--- src/rtl/pipe_mux_n.sv ---
// pipe_mux_n: N:1 valid/ready selector with a registered output stage; explicit select (MODE 0)
// or round-robin arbitration (MODE 1). Define PIPE_MUX_N_SKID_EN to add a one-entry skid register.
module pipe_mux_n #(
  parameter int WIDTH  = 32,
  parameter int NUM_IN = 4,
  parameter int SEL_W  = 2,
  parameter int MODE   = 0
) (
  input  logic                    clk,
  input  logic                    reset,
  input  logic [NUM_IN*WIDTH-1:0] in_data,
  input  logic [NUM_IN-1:0]       in_valid,
  output logic [NUM_IN-1:0]       in_ready,
  input  logic [SEL_W-1:0]        sel,
  input  logic                    flush,
  output logic [WIDTH-1:0]        out_data,
  output logic [SEL_W-1:0]        out_src,
  output logic                    out_valid,
  input  logic                    out_ready
);

  logic [WIDTH-1:0] out_data_q, out_data_d;
  logic [SEL_W-1:0] out_src_q, out_src_d;
  logic             out_valid_q, out_valid_d;
  logic [SEL_W-1:0] ptr_q, ptr_d;
  logic [SEL_W-1:0] chosen_idx;
  logic             chosen_vld;
  logic [WIDTH-1:0] chosen_data;
  logic             load;
  logic             xfer;
  int unsigned      scan_best;
  int unsigned      scan_dist;

`ifdef PIPE_MUX_N_SKID_EN
  logic [WIDTH-1:0] skid_data_q, skid_data_d;
  logic [SEL_W-1:0] skid_src_q, skid_src_d;
  logic             skid_full_q, skid_full_d;

  // Reset gates load so no input is accepted while reset is held.
  assign load = !reset && !flush && !skid_full_q;
`else
  assign load = !reset && !flush && (!out_valid_q || out_ready);
`endif

  // Round-robin: pick the valid channel with the smallest distance past the pointer.
  always_comb begin
    chosen_vld = 1'b0;
    chosen_idx = '0;
    scan_best  = NUM_IN;
    scan_dist  = 0;
    if (MODE == 0) begin
      chosen_vld = int'(sel) < NUM_IN;
      chosen_idx = sel;
    end else begin
      for (int unsigned i = 0; i < NUM_IN; i++) begin
        if (i > 32'(ptr_q)) scan_dist = i - 32'(ptr_q) - 1;
        else                scan_dist = i + NUM_IN - 32'(ptr_q) - 1;
        if (in_valid[i] && scan_dist < scan_best) begin
          scan_best  = scan_dist;
          chosen_idx = SEL_W'(i);
          chosen_vld = 1'b1;
        end
      end
    end
  end

  always_comb begin
    in_ready    = '0;
    chosen_data = '0;
    for (int unsigned i = 0; i < NUM_IN; i++) begin
      in_ready[i] = load && chosen_vld && (32'(chosen_idx) == i) && (MODE == 0 || in_valid[i]);
      if (32'(chosen_idx) == i) chosen_data = in_data[i*WIDTH +: WIDTH];
    end
  end

  assign xfer  = |(in_ready & in_valid);
  assign ptr_d = xfer ? chosen_idx : ptr_q;

`ifdef PIPE_MUX_N_SKID_EN
  always_comb begin
    out_data_d  = out_data_q;
    out_src_d   = out_src_q;
    out_valid_d = out_valid_q;
    skid_data_d = skid_data_q;
    skid_src_d  = skid_src_q;
    skid_full_d = skid_full_q;
    if (flush) begin
      out_valid_d = 1'b0;
      skid_full_d = 1'b0;
    end else if (!out_valid_q || out_ready) begin
      // A held skid entry is older than anything arriving now, so it drains first.
      if (skid_full_q) begin
        out_data_d  = skid_data_q;
        out_src_d   = skid_src_q;
        out_valid_d = 1'b1;
        skid_full_d = 1'b0;
      end else if (xfer) begin
        out_data_d  = chosen_data;
        out_src_d   = chosen_idx;
        out_valid_d = 1'b1;
      end else begin
        out_valid_d = 1'b0;
      end
    end else if (xfer) begin
      skid_data_d = chosen_data;
      skid_src_d  = chosen_idx;
      skid_full_d = 1'b1;
    end
  end

  always_ff @(posedge clk or posedge reset) begin
    if (reset) begin
      skid_data_q <= '0;
      skid_src_q  <= '0;
      skid_full_q <= 1'b0;
    end else begin
      skid_data_q <= skid_data_d;
      skid_src_q  <= skid_src_d;
      skid_full_q <= skid_full_d;
    end
  end
`else
  always_comb begin
    out_data_d  = out_data_q;
    out_src_d   = out_src_q;
    out_valid_d = out_valid_q;
    if (flush) begin
      out_valid_d = 1'b0;
    end else if (xfer) begin
      out_data_d  = chosen_data;
      out_src_d   = chosen_idx;
      out_valid_d = 1'b1;
    end else if (out_ready) begin
      out_valid_d = 1'b0;
    end
  end
`endif

  always_ff @(posedge clk or posedge reset) begin
    if (reset) begin
      out_data_q  <= '0;
      out_src_q   <= '0;
      out_valid_q <= 1'b0;
      ptr_q       <= SEL_W'(NUM_IN - 1);
    end else begin
      out_data_q  <= out_data_d;
      out_src_q   <= out_src_d;
      out_valid_q <= out_valid_d;
      ptr_q       <= ptr_d;
    end
  end

  assign out_data  = out_data_q;
  assign out_src   = out_src_q;
  assign out_valid = out_valid_q;

endmodule

--- config.mk ---
export PLATFORM = sky130hd
export DESIGN_NAME = pipe_mux_n
export DESIGN_NICKNAME = d
export VERILOG_FILES = /design/src/rtl/pipe_mux_n.sv
export SDC_FILE = /design/constraint.sdc
export NUM_CORES = 1
export LEC_CHECK = 0
export CAP_MARGIN = 10
export CORE_MARGIN = 4
export CORE_UTILIZATION = 37
export CTS_CLUSTER_SIZE = 12
export DETAILED_ROUTE_END_ITERATION = 8
export GPL_TIMING_DRIVEN = 0
export HOLD_SLACK_MARGIN = 0.06
export PLACE_DENSITY = 0.82
export SYNTH_ARGS = -nofsm -noshare
export SYNTH_HDL_FRONTEND = slang
export SYNTH_SLANG_ARGS = --single-unit
--- constraint.sdc ---
create_clock -name clk -period 1.8 [get_ports clk]
set_clock_uncertainty 0.1 [all_clocks]
set_input_delay 0.27 -clock clk [delete_from_list [all_inputs] [get_ports clk]]
set_output_delay 0.27 -clock clk [all_outputs]
set_load 0.02 [all_outputs]
==> results of run 1 <==
-- layout by cell type, fill, tap and decap left out, drive strengths merged, types with 4 or more instances in the layout --
cell           count
a31o              31
buf               25
clkbuf            13
clkdlybuf4s50    167
dfrtp             35
inv               34
mux2i             63
nand3              4
nor2               4
o221ai            31
-- metrics by stage --
| stage | setup WS (ps) | cell area (µm²) | hold slack [ps] | setup TNS (ps) |
|---|---|---|---|---|
| 3_3_place_gp | -1090 | 4570 | 378 | -30550 |
| 3_5_place_dp | -1130 | 4570 | 402 | -20810 |
| 4_1_cts | 1.14 | 4700 | 271 | 0 |
| 5_1_grt | 0.0794 | 4720 | 320 | 0 |
| 6_report | 68.0 | 4720 | 264 | 0 |
| 2_1_floorplan | -63.2 | 2710 | 236 | -126 |
-- worst paths after layout --
path / from / end / slack (ps) / cells past startpoint
max in group asynchronous: reset / out_data[3] / 840 / 2
hold / removal: reset / out_data[28] / 260 / 2
setup / recovery: sel[1] / in_ready[2] / 70 / 5
min in group clk: flush / out_valid / 300 / 2
setup reg to reg: out_valid / out_data[20] / 230 / 5
hold reg to reg: out_src[0] / out_src[0] / 410 / 1
-- kinds of logic after synthesis --
logic type	synth area share [%]
mux	25.4
buf+inv	9.85
flops	32.4
compound gates	28.9
simple gates	3.51
-- where the power goes --
group,switching [W],internal [W],leakage [nW]
clock network,0.000285,0.000301,0.0470
registers,0.000102,0.000973,0.430
logic,0.000758,0.000954,1.54
total,0.00115,0.00223,2.02
-- layout make-up --
cell class	instances	area, µm²
Tap cell	96	120
Clock buffer	6	82.6
Timing Repair Buffer	178	1760
Clock inverter	1	5.00
Multi-Input combinational cell	155	1600
Buffer	24	160
Fill cell	551	2220
Inverter	34	128
Sequential cell	35	876
-- registers in the layout (all words and copies together) (netlist names) --
name	flops
out_data	32
out_src	2
out_valid	1
-- synthesized netlist by cell type --
| cell | count | area, µm² |
|---|---|---|
| o21ai_0 | 1 | 5.00 |
| nor4_1 | 2 | 12.5 |
| a2111oi_0 | 1 | 8.76 |
| a221o_1 | 1 | 10.0 |
| a21bo_2 | 1 | 10.0 |
| buf_6 | 4 | 45.0 |
| nand2b_1 | 1 | 6.26 |
| a31o_2 | 2 | 17.5 |
| a31oi_1 | 1 | 6.26 |
| mux4_2 | 1 | 22.5 |
| mux2i_1 | 63 | 631 |
| nor2b_1 | 1 | 6.26 |
| or2_2 | 1 | 6.26 |
| nand4_1 | 2 | 12.5 |
| o221ai_1 | 2 | 17.5 |
| nor2_1 | 4 | 15.0 |
| nor3_1 | 1 | 5.00 |
| nand3b_1 | 1 | 7.51 |
| a21oi_1 | 2 | 10.0 |
| o31ai_1 | 1 | 7.51 |
| buf_2 | 12 | 60.1 |
| a31o_1 | 29 | 254 |
| o221ai_2 | 29 | 435 |
| nand3_1 | 4 | 20.0 |
| clkbuf_1 | 9 | 33.8 |
| nand2_1 | 1 | 3.75 |
| mux2_2 | 3 | 33.8 |
| inv_1 | 34 | 128 |
| dfrtp_1 | 35 | 876 |
-- worst register-to-register path: cells and delay by family (launching register included) --
kind	cells	cell delay (ps)
compound gates	1	150
buf+inv	2	510
flops	1	400
simple gates	2	280
-- per-layer routing --
metal | vias up | wire length (µm)
met3 | 6 | 856
met4 | 0 | 72
li1 | 1314 | -
met5 | - | 0
met2 | 129 | 4890
met1 | 1349 | 3600
-- what timing repair did --
item                                    4_1_cts  5_1_grt
gates resized for setup                      32        9
pin swaps                                     1        2
setup buffers                                 3        1
gates cloned                                  0        0
endpoints found under the setup margin       35       33
==> results by group, run 1 <==
Clock network
  – Clk_lat worst skew: 270 ps
  – CTS clk-pin slew, worst paths: 80 ps
  – CTS tree: built
  – CTS Buf Count: 5
  – Root Driver: clkbuf_8
  – CTS H-tree lvls: 2
  – Post-CTS Hold Buffers: 0
  – Clk sink count: 35
  – Clock Tree Buf Depth: 2

Global route
  – Total gr overflow: 0
  – Initial antenna violation count: 0
  – Number of global-route vias before repair: 2,912
  – Largest net degree at the start of global routing: 37
  – Grt met3 use: 6.60%
  – Top Usage Layer GRT: met2
  – First-pass GRT wire length: 14,600 µm
  – Grt met1 use: 24.8%
  – GR Util All Layers: 21.1%
  – GR Util met2: 37.6%

Final layout
  – Non-Filler Instances: 529
  – Share of cells above drive strength 1: 17.8%
  – Syn-to-layout area delta: 74.5%
  – Ant diodes: 0
  – Final net count: 571
  – Fin util: 68.0%

Status
  – Outcome: finished clean

Logic synthesis
  – Syn nets: 387
  – Post-Synthesis Cell Area: 2710 µm²
  – Register area share after synthesis: 32.4%
  – FF+latch count, synth: 35
  – Ys Warns: 0
  – Syn avg cell area: 10.9 µm²
  – Synthesized instance count: 249
  – Unique masters post-synth: 29

Timing
  – Highest clock rate: 577 MHz
  – Final Hold Viols: 0
  – Final setup fails: 0
  – Slew Viols, Final: 0
  – Post-layout minimum cycle time: 1730 ps
  – Final Cycle Share: 96.2%
  – RSZ-0062 raised after global routing: no
  – Slew @ Worst Pin: 798 ps
  – Max-slew headroom: 46.7%

Place
  – Buffers on Ports: 174
  – Gp weighted congestion: 0.806
  – Inst Count DP: 519
  – Hpwl dp: 7290 µm

Routing
  – Final ANT Viol Nets: 0
  – Drt wl/cell: 17.8 µm
  – Drt pass-1 iters: 4
  – Via density: 5.29
  – DRC errors left: 0
  – DR vias: 2,798
  – Drt total wl: 9420 µm
  – Drt initial violations: 70

Power and ir drop
  – Power Total: 0.00337 W
  – Max VDD drop: 0.349 mV
  – Lkg Pwr: 2.02 nW
  – Pwr/cell area: 714 nW/µm²

Critical path
  – Worst setup SP type: primary input
  – WP buf/inv: 4
  – CP Data Required Time: 1430 ps
  – Crit-path cells: buf_2, buf_2, inv_1, nor4_2, buf_2
  – Worst Path Arrival: 1360 ps
  – Critical path's slowest cell: buf_2
  – Max stage delay on crit path: 310 ps
  – Crit-path max FO: 10
  – CP Capture Type: primary output
  – Crit Path Class: in2out
  – Most frequent CP cell: buf_2
  – Crit-path leading delay family: buffers and inverters

Floorplan
  – Die height: 93.5 µm
  – # IOs: 177
  – Total core area: 6940 µm²
  – Initial Util: 39.0%
  – Width of the die: 93.5 µm
  – # rows: 30
  – Die ar.: 8750 µm²

Worst hold path
  – Worst Hold Class: in2async

Run
  – Total of max-cap violations: 0
No activity file was read; power rests on OpenSTA's default activity.
==> run 2, diff against run 1 <==
Settings changed: CORE_UTILIZATION 37 to 30, PLACE_DENSITY 0.82 to 0.69.
==> run 2 against run 1 <==
  * Sequential share of layout area about the same
  * Design area increased by 0.16%
  * Cell count increased by 2.3%
  * Routed wire length increased by 3.2%
  * Sequential cell count unchanged
  * Critical path depth unchanged
  * Global-route usage decreased by 3.3 points
  * Critical path type unchanged
==> results by group, run 2 (synthesis gave the netlist of run 1 again) <==
Timing
  – Final Cycle Share: 96.6% (+0.38 points)
  – Post-layout minimum cycle time: 1740 ps (+6.82 ps)
  – Highest clock rate: 575 MHz (-0.39%)
  – Fin Setup TNS: 0 ps (unchanged)
  – Hold Slack: 164 ps (-99.7 ps)
  – Final WS setup: 61.1 ps (-6.82 ps)
  – Max-slew headroom: 43.1% (-3.6 points)
  – Final setup fails: 0 (unchanged)
  – Final Hold Viols: 0 (unchanged)
  – Slew @ Worst Pin: 854 ps (+55.8 ps)
  – Slew Viols, Final: 0 (unchanged)
  – RSZ-0062 raised after global routing: no

Final layout
  – Final net count: 572 (+0.18%)
  – Syn-to-layout area delta: 74.8%
  – Filler cells: 815 (+48%)
  – Ant diodes: 0 (unchanged)
  – Largest register FFs: 32 (unchanged)
  – Share of cells above drive strength 1: 17.6% (-0.23 points)
  – Most common cell after layout, fill and taps aside: clkdlybuf4s50_1
  – Most frequent cells in the layout: clkdlybuf4s50_1, mux2i_1, dfrtp_1
  – Fin util: 54.0% (-14 points)

Routing
  – Highest metal used: met4
  – Via density: 4.96 (-6.2%)
  – Met3 WL: 921 µm (+7.6%)
  – Drt wl/cell: 18.0 µm (+0.92%)
  – Met2 wire len: 4980 µm (+1.8%)
  – Drt initial violations: 33 (-53%)
  – Drt total wl: 9720 µm (+3.2%)
  – DR vias: 2,683 (-4.1%)
  – Drt pass-1 iters: 4 (unchanged)
  – M1 wire length: 3760 µm (+4.4%)
  – Final ANT Viol Nets: 0 (unchanged)
  – DRC errors left: 0 (unchanged)

Clock network
  – CTS H-tree lvls: 2 (unchanged)
  – CTS tree: built
  – Clock Tree Buf Depth: 2 (unchanged)
  – CTS clk-pin slew, worst paths: 60 ps (-20 ps)
  – Clk sink count: 35 (unchanged)
  – CTS Buf Count: 5 (unchanged)
  – Clk_lat worst skew: 280 ps (about the same)
  – Root Driver: clkbuf_8

Power and ir drop
  – Lkg Pwr: 2.02 nW (about the same)
  – Psw: 0.00113 W (-1.6%)
  – Clock share of power: 15.9% (-1.5 points)
  – Max VDD drop: 0.313 mV (-10%)
  – Comb power frac: 51.7% (+0.9 points)
  – Pwr/cell area: 701 nW/µm² (-1.9%)
  – Internal power: 0.00219 W (-1.8%)
  – Register share of total power: 32.4% (+0.5 points)
  – Switching Share: 34.0% (+0.063 points)

Place
  – Buffers on Ports: 174 (unchanged)
  – Gp weighted congestion: 0.792 (-1.6%)
  – Pre-CTS setup slack: -1130 ps (-5.12 ps)
  – Hpwl dp: 7500 µm (+3.0%)

Global route
  – Number of global-route vias before repair: 2,861 (-1.8%)
  – Total gr overflow: 0 (unchanged)
  – GR Util All Layers: 17.8% (-3.3 points)
  – Initial antenna violation count: 0 (unchanged)
  – First-pass GRT wire length: 14,600 µm (-0.19%)
  – Largest net degree at the start of global routing: 37 (unchanged)

Critical path
  – Launching point of the worst reg2reg path: out_valid
  – Reg2reg path depth: 5 (unchanged)
  – Worst reg2reg path endpoint: out_data[20]
  – CP Data Required Time: 1430 ps (about the same)
  – CP Capture Type: primary output
  – Crit Path Class: in2out
  – Crit-path max FO: 10 (unchanged)
  – Worst setup SP type: primary input
  – R2R setup slack: 150 ps (-80 ps)
  – Worst Path Arrival: 1370 ps (about the same)

Floorplan
  – Width of the die: 103 µm (+10%)
  – # IOs: 177 (unchanged)
  – Die ar.: 10,600 µm² (+21%)
  – Initial Util: 30.9% (-8.1 points)
  – Total core area: 8760 µm² (+26%)
  – # rows: 34 (+13%)
  – Die height: 103 µm (+10%)

Worst hold path
  – Worst Hold End: out_valid
  – Hold Startpoint: flush
  – Cells on Worst Hold Path: 2
  – Worst Hold Class: in2reg

Status
  – Outcome: finished clean

Run
  – Total of max-cap violations: 0 (unchanged)
-- run 2: cell type report --
type                            instances  area (µm²)  area share (%)
Sequential cell                        35         876            18.5
Clock buffer                            6        72.6            1.53
Buffer                                 24         158            3.33
Multi-Input combinational cell        155        1600            33.7
Inverter                               34         128            2.70
Timing Repair Buffer                  179        1770            37.3
Tap cell                              108         135            2.86
-- run 2: through the flow --
step | cells | cell area [µm²] | total power [W]
floorplan | 249 | 2710 | 0.00196
global placement | 531 | 4590 | 0.00278
detailed placement | 531 | 4590 | 0.00280
CTS | 538 | 4700 | 0.00336
global route | 541 | 4730 | 0.00353
finish | 541 | 4730 | 0.00331
-- run 2: how the worst max path moves through the flow --
stage / cells after the start / start / to / slack, ps
after global routing: 5 / sel[1] / in_ready[2] / 0.6
after detailed placement: 6 / reset / in_ready[3] / -1130
after floorplan: 5 / out_valid / in_ready[1] / -60
after global placement: 6 / flush / in_ready[3] / -1100
after CTS: 6 / flush / in_ready[1] / 6
final: 5 / sel[1] / in_ready[2] / 60
-- run 2: what timing repair did --
action	in CTS	in global routing
setup buffers	2	3
pin swaps	1	1
resized for setup	32	6
endpoints found under the setup margin	36	9
hold buffers	0	0
-- run 2: power by group through the flow --
| stage | logic, W | clock network, W | registers (W) |
|---|---|---|---|
| after CTS | 0.00173 | 0.000547 | 0.00108 |
| after global placement | 0.00170 | 0 | 0.00107 |
| after floorplan | 0.000640 | 0 | 0.00132 |
| after global routing | 0.00184 | 0.000583 | 0.00110 |
| after detailed placement | 0.00171 | 0 | 0.00109 |
| final | 0.00171 | 0.000528 | 0.00107 |
-- run 2: layer usage --
metal  global-route usage, %  up-vias
met5                       0        -
met4                    3.29        0
met3                    5.28        5
met2                    32.6      102
met1                    20.6     1260
li1                        -     1316
-- run 2: worst max-delay path, stage by stage --
cell	delay, ps
buf_2	180
buf_2	330
inv_1	130
nor4_2	250
buf_2	200
